===== src/rtl/pipeline_ctrl_pkg.sv =====
// Shared definitions for the pipeline stall/flush/redirect sequencer:
// stage bit positions, sequencer states and the default interrupt vector.
package pipeline_ctrl_pkg;

  localparam int NUM_STG    = 5;
  localparam int STG_PC     = 0;
  localparam int STG_IF_ID  = 1;
  localparam int STG_ID_EX  = 2;
  localparam int STG_EX_MEM = 3;
  localparam int STG_MEM_WB = 4;

  localparam logic [15:0] INT_VECTOR_DEF = 16'h0004;

  typedef enum logic {
    CTRL_RUN    = 1'b0,
    CTRL_EXWAIT = 1'b1
  } ctrl_state_e;

  typedef logic [NUM_STG-1:0] stg_mask_t;

  function automatic stg_mask_t stg(input int idx);
    return stg_mask_t'(1) << idx;
  endfunction

  localparam stg_mask_t MEM_HOLD   = stg(STG_PC) | stg(STG_IF_ID) | stg(STG_ID_EX) | stg(STG_EX_MEM);
  localparam stg_mask_t MEM_BUBBLE = stg(STG_MEM_WB);
  localparam stg_mask_t EX_HOLD    = stg(STG_PC) | stg(STG_IF_ID) | stg(STG_ID_EX);
  localparam stg_mask_t EX_BUBBLE  = stg(STG_EX_MEM);
  localparam stg_mask_t REDIR_KILL = stg(STG_IF_ID) | stg(STG_ID_EX);
  localparam stg_mask_t ID_HOLD    = stg(STG_PC) | stg(STG_IF_ID);
  localparam stg_mask_t ID_BUBBLE  = stg(STG_ID_EX);

endpackage


===== src/rtl/pipeline_ctrl_mc_cnt.sv =====
// Loadable down-counter tracking the remaining occupancy of a multi-cycle
// EX operation; flags the final wait cycle.
module pipeline_ctrl_mc_cnt #(
  parameter int CNT_W = 4
) (
  input  logic             clk_i,
  input  logic             rst_i,
  input  logic             load,
  input  logic [CNT_W-1:0] load_val,
  input  logic             dec,
  output logic [CNT_W-1:0] cnt,
  output logic             is_one
);

  // NOTE: sequential state uses non-blocking assignments so every flop samples pre-edge values.
  always_ff @(posedge clk_i or posedge rst_i) begin
    if (rst_i) begin
      cnt <= '0;
    end else if (load) begin
      cnt <= load_val;
    end else if (dec) begin
      cnt <= cnt - CNT_W'(1);
    end
  end

  assign is_one = (cnt == CNT_W'(1));

endmodule


===== src/rtl/pipeline_ctrl.sv =====
// Central stall/flush/redirect sequencer for the 5-stage pipeline: arbitrates
// memory, multi-cycle EX, branch, interrupt, eret and load-use requests.
module pipeline_ctrl
  import pipeline_ctrl_pkg::*;
#(
  parameter int              PC_W       = 16,
  parameter int              CNT_W      = 4,
  parameter logic [PC_W-1:0] INT_VECTOR = PC_W'(INT_VECTOR_DEF)
) (
  input  logic             clk_i,
  input  logic             rst_i,
  input  logic             id_stall_req_i,
  input  logic             ex_start_i,
  input  logic [CNT_W-1:0] ex_cycles_i,
  input  logic             mem_stall_req_i,
  input  logic             branch_i,
  input  logic [PC_W-1:0]  branch_pc_i,
  input  logic             int_req_i,
  input  logic             eret_i,
  input  logic [PC_W-1:0]  id_pc_i,
  output logic [4:0]       stall_o,
  output logic [4:0]       flush_o,
  output logic             new_pc_valid_o,
  output logic [PC_W-1:0]  new_pc_o,
  output logic             int_active_o
);

  ctrl_state_e      state, state_next;
  logic             cnt_load, cnt_dec, cnt_one;
  logic [CNT_W-1:0] cnt;
  logic             int_pending, int_active;
  logic [PC_W-1:0]  epc;
  logic             ex_long, ex_busy;
  logic             int_take, eret_take;
  stg_mask_t        stall, flush;
  logic             pc_valid;
  logic [PC_W-1:0]  pc_next;

  assign ex_long = ex_start_i && (ex_cycles_i >= CNT_W'(2));
  assign ex_busy = (state == CTRL_EXWAIT) || ex_long;

  pipeline_ctrl_mc_cnt #(.CNT_W(CNT_W)) u_mc_cnt (
    .clk_i    (clk_i),
    .rst_i    (rst_i),
    .load     (cnt_load),
    .load_val (ex_cycles_i - CNT_W'(2)),
    .dec      (cnt_dec),
    .cnt      (cnt),
    .is_one   (cnt_one)
  );

  // NOTE: every always_comb output gets a default first so no path can infer a latch.
  always_comb begin
    state_next = state;
    cnt_load   = 1'b0;
    cnt_dec    = 1'b0;
    case (state)
      CTRL_RUN: begin
        if (ex_long) begin
          cnt_load = 1'b1;
          if (ex_cycles_i != CNT_W'(2)) state_next = CTRL_EXWAIT;
        end
      end
      CTRL_EXWAIT: begin
        // Counts down even while a memory stall masks the EX stall.
        cnt_dec = 1'b1;
        if (cnt_one) state_next = CTRL_RUN;
      end
      default: state_next = CTRL_RUN;
    endcase
  end

  always_comb begin
    stall     = '0;
    flush     = '0;
    pc_valid  = 1'b0;
    pc_next   = '0;
    int_take  = 1'b0;
    eret_take = 1'b0;
    if (rst_i) begin
      stall = '0;
    end else if (mem_stall_req_i) begin
      stall = MEM_HOLD;
      flush = MEM_BUBBLE;
    end else if (ex_busy) begin
      stall = EX_HOLD;
      flush = EX_BUBBLE;
    end else if (branch_i) begin
      flush    = REDIR_KILL;
      pc_valid = 1'b1;
      pc_next  = branch_pc_i;
    end else if (int_pending && state == CTRL_RUN) begin
      int_take = 1'b1;
      flush    = REDIR_KILL;
      pc_valid = 1'b1;
      pc_next  = INT_VECTOR;
    end else if (eret_i && int_active) begin
      eret_take = 1'b1;
      flush     = REDIR_KILL;
      pc_valid  = 1'b1;
      pc_next   = epc;
    end else if (id_stall_req_i) begin
      stall = ID_HOLD;
      flush = ID_BUBBLE;
    end
  end

  always_ff @(posedge clk_i or posedge rst_i) begin
    if (rst_i) begin
      state       <= CTRL_RUN;
      int_pending <= 1'b0;
      int_active  <= 1'b0;
      epc         <= '0;
    end else begin
      state <= state_next;
      if (int_take) begin
        epc         <= id_pc_i;
        int_active  <= 1'b1;
        int_pending <= 1'b0;
      end else if (int_req_i && (!int_active || eret_take)) begin
        // A request arriving with the eret is kept, since the mask drops at this edge.
        int_pending <= 1'b1;
      end
      if (eret_take) int_active <= 1'b0;
    end
  end

  assign stall_o        = stall;
  assign flush_o        = flush;
  assign new_pc_valid_o = pc_valid;
  assign new_pc_o       = pc_next;
  assign int_active_o   = int_active;

endmodule


===== config.mk =====
export PLATFORM = sky130hd
export DESIGN_NAME = pipeline_ctrl
export DESIGN_NICKNAME = d
export VERILOG_FILES = /design/src/rtl/pipeline_ctrl_pkg.sv /design/src/rtl/pipeline_ctrl_mc_cnt.sv /design/src/rtl/pipeline_ctrl.sv
export SDC_FILE = /design/constraint.sdc
export NUM_CORES = 1
export LEC_CHECK = 0
export ABC_CLOCK_PERIOD_IN_PS = 3700
export CAP_MARGIN = 25
export CELL_PAD_IN_SITES_DETAIL_PLACEMENT = 1
export CELL_PAD_IN_SITES_GLOBAL_PLACEMENT = 1
export CORE_MARGIN = 2
export CORE_UTILIZATION = 31
export DETAILED_ROUTE_END_ITERATION = 12
export GPL_TIMING_DRIVEN = 0
export PLACE_DENSITY = 0.81
export SLEW_MARGIN = 20
export SYNTH_ARGS = -nofsm -noshare
export SYNTH_HDL_FRONTEND = slang
export SYNTH_HIERARCHICAL = 1
export SYNTH_SLANG_ARGS = --single-unit

===== constraint.sdc =====
create_clock -name clk_i -period 3.7 [get_ports clk_i]
set_clock_uncertainty 0.05 [all_clocks]
set_input_delay 0.74 -clock clk_i [delete_from_list [all_inputs] [get_ports clk_i]]
set_output_delay 0.74 -clock clk_i [all_outputs]
set_load 0.1 [all_outputs]

==> flow_summary.ini, run 1 <==
[run_status]
status = completed

[cts]
cts_buffer_depth = 2
clock_latency_ns = 0.26
cts_hold_buf = 0
h-tree-depth = 1
cts_buffers = 3
clock_sinks = 23
clkTransAtPathRegs_ns = 0.08
cts_tree = done
ctsRootBufferMaster = clkbuf_8
postCtsSetupRepairBufs = 0

[grt]
globalRouteTotalUtil_pct = 18.1
grt_antenna_before_repair = 0
grt_util_met1_pct = 22.5
use_met2_pct = 31.9
overflow = 0
grt_max_degree = 20
first_global_vias = 1537
grt_pass1_wl_microns = 7330
busiest_layer = met2
grtUsageMet3_pct = 2.22

[routing]
drt_iter0_markers = 56
drt-wirelength-per-cell_microns = 16.5
ant_nets = 0
dr.pass1.iters = 4
num_vias = 1407
totalWireLength_microns = 4480
drt_drc_violations_left = 0
vias_per_cell = 5.17

[worst_setup_path]
path_cells = clkdlybuf4s50_1 > o31a_1 > or4_1 > buf_6 > buf_8 > nor2_2 > buf_2
worstPathRequired_ns = 2.91
worst_ep_arrival_time_ns = 2.82
worst-setup-path-type = in -> out
startpoint_type = input pin
worst_setup_path_end_kind = output port
cpLargestDelayFamily = buffers and inverters
cp_max_fo = 10
crit_path_max_incr_delay_ns = 0.48
cp_num_buf_inv = 4
crit_slowest_cell = clkdlybuf4s50_1

[run]
cap_violations = 0

[cells_and_area]
fin_nets = 268
drive_gt1_share_pct = 32.3
n_fill_cell = 510
area_growth_pct = 55.4
diodes = 0
layoutNonFillerInstCount = 272
final_area_sq_um = 2260

[floorplan]
die-area_sq_um = 5260
core.rowCount = 24
ios = 72
die_y_microns = 72.5
core_sq_um = 4440
fp.dieW_microns = 72.5
start_util_pct = 32.8

[synthesis]
ys.warnings.count = 6
yosys-top-cells-area = dfrtp_1 40%, mux2_2 13%, a32oi_1 9.0%, nor2_1 5.2%, buf_4 2.6%
avgSynthCellArea_sq_um = 9.98
synth_edf_count = 0
synthTopCellsByCount = 23 x dfrtp_1, 20 x nor2_1, 17 x mux2_2
synth.distinct_cells = 38
ys_seq_area_share_pct = 39.5
ys.flop_type = dfrtp_1
synth_top_cell_area_share_pct = 39.5
syn_area_sq_um = 1460
synthCells = 146
ys_ff_latch = 23
synthArstFlopShare_pct = 100
yosys.area.top_type = dfrtp_1
synth_most_common_cell = dfrtp_1

[timing]
min_period_ns = 3.61
hold_viol = 0
finalSetupViolCount = 0
slew_violations = 0
rsz0062_at_grt = false
slew_headroom_pct = 34.8
fin_crit_sh_pct = 97.6
fmax_ghz = 0.277
worst_slew_pin_slew_ns = 0.976

[pwr]
power_density_nw_per_um2 = 510
power_switching_uw = 492
finalPower_uw = 1150
pwr-share-seq_pct = 38.6
switching_share_pct = 42.6
ir_worst_vdd_v = 0.000211
p_comb_share_pct = 47.6
p_clk_share_pct = 13.8
p_leak_uw = 0.000981
p_int_uw = 663

[placed_design]
dp.cells = 268
io_buffers = 69
dpl.hpwl_microns = 3550
gp_congestion = 0.759
detailed_place.area_sq_um = 2260

[hold_path]
hold_class = reg -> reg
==> cell usage in the layout (no fill, tap or decap), drive strengths merged, types with 4 or more instances in the layout <==
cell type      instances
a32oi                 15
buf                   18
clkbuf                16
clkdlybuf4s15          5
clkdlybuf4s50         47
dfrtp                 23
inv                    9
mux2                  17
nand2                  7
nor2                  20
o21ai                  4
==> worst paths after layout <==
| path | start | endpoint | slack [ns] | cells past startpoint |
|---|---|---|---|---|
| max | ex_cycles_i[3] | new_pc_o[10] | 0.09 | 7 |
| min | epc[5]$_DFFE_PP0P_ | epc[5]$_DFFE_PP0P_ | 0.46 | 1 |
| max reg2reg | state$_DFF_PP0_ | epc[1]$_DFFE_PP0P_ | 1.77 | 6 |
| min in group asynchronous | rst_i | u_mc_cnt/cnt[3]$_DFFE_PP0P_ | 0.87 | 2 |
| min reg2reg | epc[5]$_DFFE_PP0P_ | epc[5]$_DFFE_PP0P_ | 0.46 | 1 |
| max in group asynchronous | rst_i | epc[6]$_DFFE_PP0P_ | 2.00 | 2 |
==> power groups by stage <==
stage               logic, uW  registers [uW]  clock network [uW]
finish                    549             446                 160
detailed placement        558             452                   0
CTS                       557             447                 166
floorplan                 373             464                   0
global route              601             466                 176
global placement          541             446                   0
==> registers in the layout, indices dropped and copies added, names as in the netlist <==
register	cells
int_active_o	1
epc	16
int_pending	1
u_mc_cnt/cnt	4
state	1
==> logic make-up (layout without fill, tap and decap cells) <==
family                   after synthesis  count (layout)  share of synthesized area (%)
AO/OA/AOI/OAI                         29              29                           15.4
XOR/XNOR                               4               4                           2.41
adder cells (fa/ha/maj)                3               3                           2.58
buffers and inverters                 25              98                           10.5
flip-flops                            23              23                           39.5
multiplexers                          18              18                           13.8
other                                  1               2                          0.257
AND/OR/NAND/NOR                       43              43                           15.6
==> through the flow <==
step | util, % | setup TNS, ns | setup WS [ns] | hold slack (ns)
4_1_cts | 50.9 | 0 | 0.00222 | 0.465
5_1_grt | 50.9 | 0 | 0.00146 | 0.476
2_1_floorplan | - | -0.129 | -0.129 | 0.430
6_report | 50.9 | 0 | 0.0897 | 0.464
3_5_place_dp | 50.9 | -12.60 | -0.753 | 0.446
3_3_place_gp | 50.9 | -11.99 | -0.712 | 0.442
==> metal layers <==
| layer | part of all wire (%) | vias to the layer above |
|---|---|---|
| li1 | - | 666 |
| met1 | 43 | 686 |
| met2 | 51 | 47 |
| met3 | 4.5 | 8 |
| met4 | 1.9 | 0 |
| met5 | 0 | - |
==> area by class of cell <==
type / instances / area [sq um] / area share [%]
multi-input cells: 99 / 777 / 34.3
repair buffers: 69 / 644 / 28.5
flip-flops and latches: 23 / 576 / 25.4
plain buffers: 16 / 121 / 5.36
well taps: 52 / 65.1 / 2.87
clock buffers: 3 / 41.3 / 1.82
inverters: 9 / 33.8 / 1.49
clock inverters: 1 / 5.00 / 0.221
==> what timing repair did <==
item	4_1_cts	5_1_grt
gates resized for setup	88	18
setup endpoints to repair	21	16
pin swaps	0	0
Note: power is estimated with default switching activity, not from simulation.
==> inputs of run 2 (changes only) <==
--- a/config.mk
+++ b/config.mk
@@ -7,13 +7,11 @@
 export LEC_CHECK = 0
 export ABC_CLOCK_PERIOD_IN_PS = 3700
 export CAP_MARGIN = 25
-export CELL_PAD_IN_SITES_DETAIL_PLACEMENT = 1
-export CELL_PAD_IN_SITES_GLOBAL_PLACEMENT = 1
 export CORE_MARGIN = 2
-export CORE_UTILIZATION = 31
+export CORE_UTILIZATION = 43
 export DETAILED_ROUTE_END_ITERATION = 12
 export GPL_TIMING_DRIVEN = 0
-export PLACE_DENSITY = 0.81
+export PLACE_DENSITY = 0.82
 export SLEW_MARGIN = 20
 export SYNTH_ARGS = -nofsm -noshare
 export SYNTH_HDL_FRONTEND = slang
==> flow_summary.ini, run 2 (same netlist as run 1, synthesis figures left out) <==
[run_status]
status = completed

[timing]
fin_crit_sh_pct = 98.1
setup_ws_ns = 0.0685
fmax_ghz = 0.275
min_period_ns = 3.63
hold_viol = 0
rsz0062_at_grt = false
finalSetupViolCount = 0
worst_slew_pin_slew_ns = 0.972
slew_headroom_pct = 35.0
slew_violations = 0

[routing]
drt_iter0_markers = 52
ant_nets = 0
drt-wirelength-per-cell_microns = 15.5
drt_drc_violations_left = 0
vias_per_cell = 5.35
dr.pass1.iters = 4
totalWireLength_microns = 4120
num_vias = 1424

[cells_and_area]
seqCellArea_sq_um = 576
fin_nets = 268
n_fill_cell = 272
final_common_cell = clkdlybuf4s50_1
layoutNonFillerInstCount = 266
final_util_pct = 67.7
multi_input_area_sq_um = 777
area_growth_pct = 52.7
final_cell_mix = 47 x clkdlybuf4s50_1, 23 x dfrtp_1, 17 x mux2_2
drive_gt1_share_pct = 31.8
diodes = 0
reg_top3 = epc: 16 flops, u_mc_cnt/cnt: 4 flops
largest_register = epc
largest_reg_flops = 16
final_area_sq_um = 2220

[pwr]
pwr-share-seq_pct = 40.0
p_int_uw = 630
power_switching_uw = 486
power_density_nw_per_um2 = 502
p_clk_share_pct = 10.8
ir_worst_vdd_v = 0.000319
finalPower_uw = 1120
p_leak_uw = 0.000974
p_comb_share_pct = 49.1
switching_share_pct = 43.6

[grt]
globalRouteTotalUtil_pct = 22.0
grt_pass1_wl_microns = 6930
overflow = 0
first_global_vias = 1517
use_met2_pct = 40.8
grt_max_degree = 20
grt_util_met1_pct = 26.2
busiest_layer = met2
grtUsageMet3_pct = 3.99
grt_antenna_before_repair = 0

[floorplan]
ios = 72
fp.dieW_microns = 62.2
core.rowCount = 21
core_sq_um = 3280
die-area_sq_um = 3870
die_y_microns = 62.2
start_util_pct = 44.3

[cts]
cts_tree = done
cts_buffer_depth = 2
ctsRootBufferMaster = clkbuf_4
postCtsSetupRepairBufs = 0
clock_latency_ns = 0.31
h-tree-depth = 1
clock_sinks = 23
cts_buffers = 3
clkTransAtPathRegs_ns = 0.13

[placed_design]
pre_cts_ws_ns = -0.628
dp.cells = 262
detailed_place.area_sq_um = 2250
dpl.hpwl_microns = 3270
gp_congestion = 0.788
io_buffers = 69

[worst_setup_path]
worst-setup-path-type = in -> out
worstPathRequired_ns = 2.91
cp_max_fo = 4
worst_ep_arrival_time_ns = 2.84
worst_setup_path_end_kind = output port
startpoint_type = input pin

[run]
cap_violations = 0

[hold_path]
hold_class = reg -> reg
-- run 2: cell count changes in the layout (fill, tap and decap cells not counted) --
| cell | change |
|---|---|
| clkdlybuf4s15_2 | +2 |
| clkinv_2 | -1 |
| clkbuf_1 | +1 |
| clkbuf_8 | -3 |
| buf_2 | +7 |
| clkbuf_4 | -5 |
| clkdlybuf4s18_2 | -1 |
-- run 2: path summary, 6_finish.rpt --
kind	start	to	slack, ns	cells after the start
hold reg to reg	epc[10]$_DFFE_PP0P_	epc[10]$_DFFE_PP0P_	0.47	1
max in group asynchronous	rst_i	epc[14]$_DFFE_PP0P_	2.03	2
min in group asynchronous	rst_i	u_mc_cnt/cnt[3]$_DFFE_PP0P_	0.83	2
hold / removal	epc[10]$_DFFE_PP0P_	epc[10]$_DFFE_PP0P_	0.47	1
setup / recovery	ex_cycles_i[3]	flush_o[3]	0.07	5
setup reg to reg	state$_DFF_PP0_	epc[0]$_DFFE_PP0P_	1.79	6
-- run 2: power groups by stage --
stage	clock network, uW	registers, uW	logic (uW)
after floorplan	0	464	373
after global placement	0	439	534
after detailed placement	0	452	553
after CTS	125	446	552
after global routing	136	463	593
final	121	447	548
-- run 2: area by class of cell --
type                            instances  share of cell area [%]
Timing Repair Buffer                   69                    28.4
Sequential cell                        23                    25.9
Tap cell                               46                    2.59
Buffer                                 16                    5.46
Inverter                                9                    1.52
Multi-Input combinational cell         99                    34.9
Clock buffer                            4                    1.18
-- run 2: metal layers --
metal	vias up	wire, microns
li1	670	-
met1	705	1650
met2	43	2210
met3	6	206
met4	0	48
met5	-	0
-- run 2: metrics by stage --
step                setup TNS [ns]  hold WS (ns)
global placement            -10.44         0.438
CTS                              0         0.478
global route                     0         0.495
floorplan                   -0.129         0.430
finish                           0         0.475
detailed placement          -11.06         0.448
-- run 2: repair_timing --
item | 4_1_cts | 5_1_grt
endpoints found under the setup margin | 21 | 16
hold buffers | 0 | 0
resized for setup | 85 | 11
-- run 2: critical path, stage by stage --
cell	delay, ns
clkdlybuf4s50_1	0.54
o31a_1	0.19
nor2_1	0.07
nor3_2	0.13
clkdlybuf4s50_1	1.17
==> inputs of run 3 (changes only) <==
--- a/config.mk
+++ b/config.mk
@@ -7,6 +7,7 @@
 export LEC_CHECK = 0
 export ABC_CLOCK_PERIOD_IN_PS = 3700
 export CAP_MARGIN = 25
+export CORE_ASPECT_RATIO = 0.9
 export CORE_MARGIN = 2
 export CORE_UTILIZATION = 43
 export DETAILED_ROUTE_END_ITERATION = 12
==> flow_summary.ini, run 3 (same netlist as run 1, synthesis figures left out) <==
[pwr]
power_density_nw_per_um2 = 516
p_leak_uw = 0.000981
ir_worst_vdd_v = 0.000271

[cells_and_area]
area_growth_pct = 54.1
reg_top3 = epc: 16 flops, u_mc_cnt/cnt: 4 flops
largest_reg_flops = 16
final_common_cell = clkdlybuf4s50_1
drive_gt1_share_pct = 32.3
final_cell_mix = 47 x clkdlybuf4s50_1, 23 x dfrtp_1, 17 x mux2_2
diodes = 0
largest_register = epc
final_area_sq_um = 2240
fin_nets = 268
layoutNonFillerInstCount = 264

[timing]
fmax_ghz = 0.276
rsz0062_at_grt = false
min_period_ns = 3.63
setup_ws_ns = 0.0737
slew_violations = 0
worst_slew_pin_slew_ns = 0.967
holdWs_ns = 0.466
fin_crit_sh_pct = 98.0
hold_viol = 0
slew_headroom_pct = 35.3
fin_tns_setup_ns = 0
finalSetupViolCount = 0

[placed_design]
detailed_place.area_sq_um = 2250
pre_cts_ws_ns = -0.644
dpl.hpwl_microns = 3110
gp_congestion = 0.832
dp.cells = 260
io_buffers = 69

[hold_path]
worstHoldEndpoint = epc[13]$_DFFE_PP0P_
min_path_cells = 1
min_from = epc[13]$_DFFE_PP0P_
hold_class = reg -> reg

[routing]
wirelength_met1_microns = 1680
ant_nets = 0
dr_wl_met2_microns = 1990
vias_per_cell = 5.34
drt-wirelength-per-cell_microns = 14.8
totalWireLength_microns = 3910
wl_met3_microns = 205
dr.pass1.iters = 4
num_vias = 1409
drt_drc_violations_left = 0
highest_layer = met4
drt_iter0_markers = 85

[grt]
overflow = 0
globalRouteTotalUtil_pct = 21.3
grt_max_degree = 20
grt_antenna_before_repair = 0
grt_pass1_wl_microns = 6320
first_global_vias = 1399

[cts]
clock_sinks = 23
clkTransAtPathRegs_ns = 0.08
cts_buffer_depth = 2
postCtsSetupRepairBufs = 0
clock_latency_ns = 0.27
cts_buffers = 3
ctsRootBufferMaster = clkbuf_8
h-tree-depth = 1
cts_tree = done

[run]
cap_violations = 0

[worst_setup_path]
worst_ep_arrival_time_ns = 2.84
cp_max_fo = 9
worst_setup_path_end_kind = output port
startpoint_type = input pin
r2r_end = epc[2]$_DFFE_PP0P_
rr_worst_depth = 6
worstPathRequired_ns = 2.91
rrSetupSlack_ns = 1.78
rr_startpoint = state$_DFF_PP0_
worst-setup-path-type = in -> out

[floorplan]
core.rowCount = 20
start_util_pct = 44.1
fp.dieW_microns = 65.3
die_y_microns = 59.2
die-area_sq_um = 3870
core_sq_um = 3300
ios = 72

[run_status]
status = completed
run 3: area by class of cell:
type	instances	area, sq um
Timing Repair Buffer	69	633
Tap cell	44	55.1
Inverter	9	33.8
Multi-Input combinational cell	99	777
Buffer	16	121
Fill cell	291	1060
Clock inverter	1	7.51
Clock buffer	3	41.3
Sequential cell	23	576
run 3: critical path: stages:
cell	delay, ns
clkdlybuf4s50_1	0.46
o31a_1	0.34
or4_1	0.43
buf_6	0.17
nor2_1	0.13
clkdlybuf4s15_2	0.57
run 3: through the flow:
stage,total power (uW),utilization [%]
final,1160,68.0
after global routing,1230,68.0
after CTS,1160,68.3
after detailed placement,1010,68.1
after global placement,973,68.1
after floorplan,838,-
run 3: layer usage:
layer / up-vias / track usage [%]
li1: 672 / -
met3: 4 / 3.61
met5: - / 0
met2: 51 / 37.2
met4: 0 / 6.55
met1: 682 / 27.2
run 3: timing repair:
action | 4_1_cts | 5_1_grt
gates cloned | 0 | 0
endpoints found under the setup margin | 21 | 18
resized for setup | 82 | 12
hold buffers | 0 | 0
run 3: power breakdown:
group | switching [uW] | internal, uW | total, uW
clock network | 81.2 | 76.2 | 157
registers | 86.1 | 358 | 444
logic | 325 | 232 | 557
total | 492 | 667 | 1160
run 3: worst max path at each step:
stage | startpoint | slack (ns) | end | depth (start not counted)
after floorplan | ex_cycles_i[2] | -0.13 | flush_o[1] | 5
after CTS | state$_DFF_PP0_ | 0.02 | stall_o[0] | 7
after detailed placement | ex_cycles_i[2] | -0.64 | flush_o[1] | 7
final | ex_cycles_i[2] | 0.07 | new_pc_o[4] | 6
after global placement | ex_cycles_i[2] | -0.60 | flush_o[1] | 7
after global routing | ex_cycles_i[3] | 0.0001 | new_pc_o[4] | 6
